`config.mk`:
```
export PLATFORM = sky130hd
export DESIGN_NAME = rgb_white_balance
export DESIGN_NICKNAME = d
export VERILOG_FILES = /design/src/rtl/rgb_white_balance.sv
export SDC_FILE = /design/constraint.sdc
export NUM_CORES = 1
export LEC_CHECK = 0
export ABC_AREA = 1
export BUFFER_PORTS_ARGS = -buffer_cell sky130_fd_sc_hd__buf_2
export CORE_MARGIN = 3
export CORE_UTILIZATION = 64
export DETAILED_ROUTE_END_ITERATION = 10
export GPL_ROUTABILITY_DRIVEN = 0
export PLACE_DENSITY = 0.83
export SYNTH_ARGS = -nofsm -noshare
export SYNTH_HDL_FRONTEND = slang
export SYNTH_SLANG_ARGS = --single-unit
```
`constraint.sdc`:
```
create_clock -name clk_i -period 9.75 [get_ports clk_i]
set_input_delay 1.95 -clock clk_i [delete_from_list [all_inputs] [get_ports clk_i]]
set_output_delay 1.95 -clock clk_i [all_outputs]
set_load 0.02 [all_outputs]
```
`src/rtl/rgb_white_balance.sv`:
```
// ---------------------------------------------------------------------------
// rgb_white_balance
//
// Purpose:
//   Applies per-channel white-balance gains to a packed RGB AXI-Stream.
//   Each component is scaled by an unsigned fixed-point gain (unity is
//   2^FRAC_BITS). The result is rounded half-up and saturated to the
//   component range. A bypass setting passes pixels through unchanged
//   with the same latency. New gain/bypass settings are held pending
//   and only take effect on the first beat of a frame (tuser = 1), so a
//   frame is never processed with mixed settings.
//
// Pipeline (all stages advance together on en = !wb_tvalid_o | wb_tready_i):
//   p0 : input register (pixel, sideband, per-beat gain/bypass snapshot)
//   p1 : full-precision multiply
//   p2 : round / saturate / bypass select, drives the output stream
//
// Ports:
//   clk_i, rst_i                 clock, synchronous active-high reset
//   gain_r_i/gain_g_i/gain_b_i   requested channel gains (GAIN_WIDTH)
//   bypass_i                     requested bypass
//   gain_update_i                strobe capturing requested settings
//   gain_pending_o               captured settings not yet applied
//   rgb_t*                       input stream (tuser = SOF, tlast = EOL)
//   wb_t*                        output stream
// Packing: R = [3P-1:2P], G = [2P-1:P], B = [P-1:0]; upper output bits 0.
// ---------------------------------------------------------------------------
module rgb_white_balance #(
  parameter int PX_WIDTH    = 10,
  parameter int TDATA_WIDTH = 32,
  parameter int GAIN_WIDTH  = 12,
  parameter int FRAC_BITS   = 8
) (
  input  logic                   clk_i,
  input  logic                   rst_i,
  input  logic [GAIN_WIDTH-1:0]  gain_r_i,
  input  logic [GAIN_WIDTH-1:0]  gain_g_i,
  input  logic [GAIN_WIDTH-1:0]  gain_b_i,
  input  logic                   gain_update_i,
  input  logic                   bypass_i,
  output logic                   gain_pending_o,
  input  logic [TDATA_WIDTH-1:0] rgb_tdata_i,
  input  logic                   rgb_tvalid_i,
  input  logic                   rgb_tlast_i,
  input  logic                   rgb_tuser_i,
  output logic                   rgb_tready_o,
  output logic [TDATA_WIDTH-1:0] wb_tdata_o,
  output logic                   wb_tvalid_o,
  output logic                   wb_tlast_o,
  output logic                   wb_tuser_o,
  input  logic                   wb_tready_i
);

  localparam int PIX_W  = 3 * PX_WIDTH;
  localparam int PROD_W = PX_WIDTH + GAIN_WIDTH;

  localparam logic [GAIN_WIDTH-1:0] UNITY = GAIN_WIDTH'(1) << FRAC_BITS;
  localparam logic [PROD_W:0]       HALF  = (PROD_W + 1)'(1) << (FRAC_BITS - 1);
  localparam logic [PROD_W:0]       MAXV  = (PROD_W + 1)'({PX_WIDTH{1'b1}});

  // Round half-up, drop the fraction, clamp to the component range.
  // One extra bit on the sum keeps the rounding add from wrapping.
  function automatic logic [PX_WIDTH-1:0] round_sat(input logic [PROD_W-1:0] prod);
    logic [PROD_W:0] sum;
    logic [PROD_W:0] shr;
    sum = {1'b0, prod} + HALF;
    shr = sum >> FRAC_BITS;
    if (shr > MAXV) begin
      return {PX_WIDTH{1'b1}};
    end
    return shr[PX_WIDTH-1:0];
  endfunction

  // Settings: pending (captured by strobe) and active (used by beats)
  logic [GAIN_WIDTH-1:0] r_pend_r, r_pend_g, r_pend_b;
  logic                  r_pend_byp;
  logic                  r_pending;
  logic [GAIN_WIDTH-1:0] r_act_r, r_act_g, r_act_b;
  logic                  r_act_byp;

  logic w_en;
  logic w_accept;
  logic w_apply;

  // Settings seen by the beat being accepted this cycle: an SOF beat that
  // triggers the switch already uses the pending values.
  logic [GAIN_WIDTH-1:0] w_sel_r, w_sel_g, w_sel_b;
  logic                  w_sel_byp;

  assign w_en         = !wb_tvalid_o || wb_tready_i;
  assign rgb_tready_o = w_en;
  assign w_accept     = rgb_tvalid_i && w_en;
  assign w_apply      = w_accept && rgb_tuser_i && r_pending;

  assign w_sel_r   = w_apply ? r_pend_r   : r_act_r;
  assign w_sel_g   = w_apply ? r_pend_g   : r_act_g;
  assign w_sel_b   = w_apply ? r_pend_b   : r_act_b;
  assign w_sel_byp = w_apply ? r_pend_byp : r_act_byp;

  assign gain_pending_o = r_pending;

  // A strobe coinciding with the applying SOF beat loads fresh pending
  // values while the old pending values move to active.
  always_ff @(posedge clk_i) begin
    if (rst_i) begin
      r_pend_r   <= UNITY;
      r_pend_g   <= UNITY;
      r_pend_b   <= UNITY;
      r_pend_byp <= 1'b0;
      r_pending  <= 1'b0;
      r_act_r    <= UNITY;
      r_act_g    <= UNITY;
      r_act_b    <= UNITY;
      r_act_byp  <= 1'b0;
    end else begin
      if (w_apply) begin
        r_act_r   <= r_pend_r;
        r_act_g   <= r_pend_g;
        r_act_b   <= r_pend_b;
        r_act_byp <= r_pend_byp;
      end
      if (gain_update_i) begin
        r_pend_r   <= gain_r_i;
        r_pend_g   <= gain_g_i;
        r_pend_b   <= gain_b_i;
        r_pend_byp <= bypass_i;
        r_pending  <= 1'b1;
      end else if (w_apply) begin
        r_pending <= 1'b0;
      end
    end
  end

  logic r_vld_p0, r_vld_p1, r_vld_p2;

  always_ff @(posedge clk_i) begin
    if (rst_i) begin
      r_vld_p0 <= 1'b0;
      r_vld_p1 <= 1'b0;
      r_vld_p2 <= 1'b0;
    end else if (w_en) begin
      r_vld_p0 <= rgb_tvalid_i;
      r_vld_p1 <= r_vld_p0;
      r_vld_p2 <= r_vld_p1;
    end
  end

  // ---- stage p0: input register ----
  logic [PIX_W-1:0]      r_px_p0;
  logic                  r_last_p0, r_user_p0, r_byp_p0;
  logic [GAIN_WIDTH-1:0] r_gain_r_p0, r_gain_g_p0, r_gain_b_p0;

  always_ff @(posedge clk_i) begin
    if (w_en) begin
      r_px_p0     <= rgb_tdata_i[PIX_W-1:0];
      r_last_p0   <= rgb_tlast_i;
      r_user_p0   <= rgb_tuser_i;
      r_byp_p0    <= w_sel_byp;
      r_gain_r_p0 <= w_sel_r;
      r_gain_g_p0 <= w_sel_g;
      r_gain_b_p0 <= w_sel_b;
    end
  end

  // ---- stage p1: full-precision multiply ----
  logic [PROD_W-1:0] w_prod_r, w_prod_g, w_prod_b;

  assign w_prod_r = PROD_W'(r_px_p0[3*PX_WIDTH-1:2*PX_WIDTH]) * PROD_W'(r_gain_r_p0);
  assign w_prod_g = PROD_W'(r_px_p0[2*PX_WIDTH-1:PX_WIDTH])   * PROD_W'(r_gain_g_p0);
  assign w_prod_b = PROD_W'(r_px_p0[PX_WIDTH-1:0])            * PROD_W'(r_gain_b_p0);

  logic [PROD_W-1:0] r_prod_r_p1, r_prod_g_p1, r_prod_b_p1;
  logic [PIX_W-1:0]  r_px_p1;
  logic              r_last_p1, r_user_p1, r_byp_p1;

  always_ff @(posedge clk_i) begin
    if (w_en) begin
      r_prod_r_p1 <= w_prod_r;
      r_prod_g_p1 <= w_prod_g;
      r_prod_b_p1 <= w_prod_b;
      r_px_p1     <= r_px_p0;
      r_last_p1   <= r_last_p0;
      r_user_p1   <= r_user_p0;
      r_byp_p1    <= r_byp_p0;
    end
  end

  // ---- stage p2: round / saturate / bypass select ----
  logic [PIX_W-1:0] r_pix_p2;
  logic             r_last_p2, r_user_p2;

  always_ff @(posedge clk_i) begin
    if (rst_i) begin
      r_pix_p2  <= '0;
      r_last_p2 <= 1'b0;
      r_user_p2 <= 1'b0;
    end else if (w_en) begin
      r_pix_p2  <= r_byp_p1 ? r_px_p1
                            : {round_sat(r_prod_r_p1), round_sat(r_prod_g_p1),
                               round_sat(r_prod_b_p1)};
      r_last_p2 <= r_last_p1;
      r_user_p2 <= r_user_p1;
    end
  end

  logic [TDATA_WIDTH-1:0] w_tdata;

  always_comb begin
    w_tdata            = '0;
    w_tdata[PIX_W-1:0] = r_pix_p2;
  end

  assign wb_tdata_o  = w_tdata;
  assign wb_tvalid_o = r_vld_p2;
  assign wb_tlast_o  = r_last_p2;
  assign wb_tuser_o  = r_user_p2;

  // Input bits above the packed pixel carry nothing.
  generate
    if (TDATA_WIDTH > PIX_W) begin : g_pad
      logic w_unused_tdata;
      assign w_unused_tdata = ^rgb_tdata_i[TDATA_WIDTH-1:PIX_W];
    end
  endgenerate

endmodule

```
# Word-level counts from Yosys, hierarchy flattened
# Cells that the tools add are included.
# totals
input_bits,76
output_inout_bits,37
register_bits,278
wordCells,66
# classes
muxes,22
n_addsub,3
reduce_logical,6
multipliers,3
n_lt_le_gt_ge,3
# op_table
operator,count
"adder 22 x 8 -> 23 bit, second input constant",3
multiplier 10 x 12 -> 22 bit,3
two-way mux 10 bit,6
"> comparator 15 x 10 -> 1 bit, second input constant",3
two-way mux 12 bit,3
two-way mux 30 bit,1
two-way mux 1 bit,12
logical AND 1 bit,3
nonzero test 2 bit,1
logical NOT 1 bit,1
logical OR 1 bit,1

# Logic depth before layout (Yosys ltp)
# logic_depth
depth_word,7
depth_mapped,23
depth_no_buf,22

# Least setup slack after synthesis
# OpenSTA, ideal clock, no wires.
# synth_timing
kind,input port to output port
start,input port wb_tready_i
end,output port rgb_tready_o
cell_stages,3
arrival_time_ps,6411
n_path_buf,1
setup_slack_ps,1389
required_time_ps,7800
path_cell_list,nor2_4 -> inv_4 -> clkbuf_1
# synth_between
elab_chain_cells,1
# synth_lines
element,line,text
start: declaration,51,input logic wb_tready_i
logical OR 1 bit,90,assign w_en = !wb_tvalid_o || wb_tready_i;
end: declaration,46,"output logic rgb_tready_o,"
# Every way passes these cells.

# Worst setup path after layout
# layout_timing
start,register r_px_p0[9]
end,register r_prod_b_p1[20] (data pin)
# layout_between
elab_chain_cells,1
# layout_lines
element,line,text
start: declaration,149,logic [PIX_W-1:0] r_px_p0;
start signal: assignment,155,r_px_p0 <= rgb_tdata_i[PIX_W-1:0];
multiplier 10 x 12 -> 22 bit,170,assign w_prod_b = PROD_W'(r_px_p0[PX_WIDTH-1:0]) * PROD_W'(r_gain_b_p0);
net w_prod_b[20],166,"logic [PROD_W-1:0] w_prod_r, w_prod_g, w_prod_b;"
end signal: assignment,180,r_prod_b_p1 <= w_prod_b;
end: declaration,172,"logic [PROD_W-1:0] r_prod_r_p1, r_prod_g_p1, r_prod_b_p1;"
# The timed path passes the listed nets, and every way through them passes these cells.
# A chain may end at the register's enable or synchronous reset.

==> key figures <==
Worst setup path
  • Crit path largest cell delay: 0.75 ns
  • Reg2reg end: r_prod_b_p1[20]
  • Worst Setup Path Type: reg -> reg
  • Crit path to: r_prod_b_p1[20]
  • CP max-delay cell: edfxtp_1
  • Startpoint Class: flop
  • Critical Path End Type: flop
  • FF-to-FF path depth: 16
  • Register-to-register setup slack: 4.36 ns
  • RR Startpoint: r_px_p0[9]
  • Req. time, crit path: 10.06 ns
  • CP Max Fanout: 13
  • Crit path top cell by count: fa_1
  • Cell chain of the critical path: nand2_1, fa_1, fa_1, inv_1, fa_1, fa_1, inv_1, fa_1, inv_1, ha_1, a21o_1, a21oi_1, o21ai_0, a21oi_1, o21ai_1, xor2_1
  • Crit path from: r_px_p0[9]
  • Worst Path Arrival: 5.70 ns

Floorplanning
  • Row count: 67
  • Die H: 193.4 um
  • I/O pins: 113
  • Die footprint: 37380 um2
  • Die width: 193.4 um
  • Core area: 34040 um2
  • Initial Util: 66.00%

Job
  • Maxcap violations: 0

Route
  • Post-route ant nets: 0
  • Wire per inst: 15.89 um
  • Pre-antenna DRT Iters: 6
  • Metal3 WL: 4.197 mm
  • WL final: 50.44 mm
  • 1st-iter DRT viols: 1404
  • DR top layer: met4
  • DR vias: 17580
  • Wire length on met2: 23.82 mm
  • Drc violations: 0
  • Vias per inst: 5.538
  • WL met1: 20.94 mm

STA
  • Hold Fails Final Rpt: 0
  • Final Critical Period: 5.391 ns
  • Worst Setup Slack, final: 4.359 ns
  • Fin crit share: 55.29%
  • Hold slack: 0.4210 ns
  • Relative slew slack: 19.38%
  • Worst slew pin tran: 1.209 ns
  • # setup viols final: 0
  • RSZ-0062 raised after global routing: false
  • Final slew viol count: 0
  • Clock skew: 0.02254 ns
  • F_max: 185.5 MHz
  • Setup TNS Final: 0 ns

Power
  • PD cells: 211.2 nW/um2
  • Final total power: 5.077 mW
  • Max VDD drop: 0.1803 mV
  • Leak: 13.31 nW

Clock tree
  • H-tree levels: 1
  • CTS sink count: 257
  • Hold_buf cts: 0
  • Clock Latency Late Sink: 0.56 ns
  • Clock root cell: clkbuf_16
  • CTS Buf Count: 28
  • Post-CTS Setup Bufs: 0
  • CTS tree: built
  • CTS Buffer Depth: 3
  • Reg clk slew, reported paths: 0.07 ns
  • Post-CTS sizing: 0

Placement
  • Post-DP HPWL: 37.77 mm
  • Worst slack, placed: 4.431 ns
  • IO Port Bufs: 108

GRT
  • Antenna violations before repair: 0
  • Global route overflow: 0
  • First-pass GRT wire length: 84.36 mm
  • Vias in the first global route: 17980
  • Gr usage total: 26.80%
  • Largest net degree at the start of global routing: 106

Min path
  • Hold Path Stages: 0
  • Hold/Removal Path Class: reg -> reg

Logic synthesis
  • Seq cells post-synth: 257
  • Count leader, synth: nand2_1
  • Synth area leader: fa_1
  • Synth area leaders: fa_1 (21%), edfxtp_1 (20%), nand2_1 (9.9%)
  • Yosys warning count: 0
  • EDFF count, synth: 147
  • Sequential share of the synthesized area: 29.45%
  • Synth cell types: 47
  • Post-Syn Area: 22460 um2
  • Mapped Avg Cell Area: 8.417 um2
  • Post-synth top flop: edfxtp_1
  • Async set-reset flop share out of synthesis: 0%
  • Synth top area share: 20.59%
  • Post-synth top cells: nand2_1 (593), inv_1 (580), fa_1 (231)
  • Synth Instances: 2669

Cells and area
  • Fillers: 2579
  • Layout area overhead: 7.023%
  • Ant diodes: 0
  • Core Util, Final: 70.64%
  • Fraction of layout cells with a size suffix above 1: 9.718%
  • Final Net Count: 3180

Status
  • Run status: complete, no violations
[through the flow]
stage / instance area [um2] / std cells
finish: 24040 / 3175
global route: 24040 / 3175
CTS: 24040 / 3175
detailed placement: 23120 / 3123
global placement: 23120 / 3123
floorplan: 22470 / 2670
[state kept, by name, indices dropped and copies added (netlist names), 15 cells and up]
name and flops:
r_prod_b_p1 15, r_prod_g_p1 15, r_pix_p2 30, r_prod_r_p1 15
r_px_p0 30, r_px_p1 30
[kinds of logic after synthesis]
logic type	share of synthesized area, %
simple gates	17.07
buf+inv	12.11
fa+ha+maj	29.94
compound gates	8.995
flops	29.45
xor+xnor	2.412
other cells	0.01669
[layout by cell type (no fill, tap or decap), types with 5 or more instances in the layout]
cell type / synthesis / routed
dfxtp_1: 110 / 110
nor4_1: 5 / 5
o21a_1: 5 / 5
nand3_1: 74 / 74
inv_1: 580 / 580
nor2_4: 5 / 5
a31oi_1: 5 / 5
edfxtp_1: 147 / 147
a21oi_1: 168 / 168
a211oi_2: 13 / 13
clkinv_2: 0 / 5
nor2_1: 107 / 107
ha_1: 168 / 168
buf_2: 7 / 108
buf_4: 5 / 6
nand2_1: 593 / 593
nor3_1: 14 / 14
clkinv_1: 6 / 9
o21ai_0: 94 / 94
a211oi_1: 24 / 24
o21bai_1: 7 / 7
a21o_1: 15 / 15
fa_1: 231 / 231
clkbuf_1: 89 / 6
nand4_1: 24 / 24
or2_2: 62 / 62
clkbuf_16: 0 / 29
xor2_1: 36 / 36
nand2_2: 6 / 6
xnor2_1: 24 / 24
inv_2: 5 / 6
[critical path, delay by kind of cell (launching register included)]
kind / cells / cell delay, ns
flops: 1 / 0.75
compound gates: 5 / 0.85
fa+ha+maj: 6 / 3.05
buf+inv: 3 / 0.17
xor+xnor: 1 / 0.14
simple gates: 1 / 0.17
[cell type report]
| class | instances | area (um2) | share of cell area (%) |
|---|---|---|---|
| Clock buffer | 39 | 803.3 | 3.341 |
| Clock inverter | 13 | 116.4 | 0.4840 |
| Inverter | 592 | 2230 | 9.274 |
| Multi-Input combinational cell | 1712 | 13130 | 54.61 |
| Sequential cell | 257 | 6616 | 27.52 |
| Tap cell | 448 | 560.5 | 2.332 |
| Timing Repair Buffer | 114 | 585.6 | 2.436 |
[power breakdown]
| part | total [mW] | leakage [nW] | internal [mW] | switching (mW) |
|---|---|---|---|---|
| Combinational | 2.40 | 10.3 | 0.894 | 1.50 |
| Clock | 1.06 | 0.452 | 0.625 | 0.438 |
| Sequential | 1.61 | 2.51 | 1.41 | 0.207 |
| Total | 5.08 | 13.3 | 2.93 | 2.15 |
[per-layer routing]
metal  GRT usage, %  vias to the layer above
met5              0                        -
met4          7.795                        0
met3          4.662                      113
met2          44.20                      734
met1          36.84                     8418
li1               -                     8317
[worst min-delay path by stage]
stage          startpoint        end  slack (ns)
2_1_floorplan    r_byp_p0   r_byp_p1        0.40
3_3_place_gp    r_last_p0  r_last_p1        0.40
3_5_place_dp    r_last_p0  r_last_p1        0.41
4_1_cts         r_last_p0  r_last_p1        0.42
5_1_grt         r_last_p0  r_last_p1        0.43
6_report        r_last_p0  r_last_p1        0.42
No activity file was read; power rests on OpenSTA's default activity.
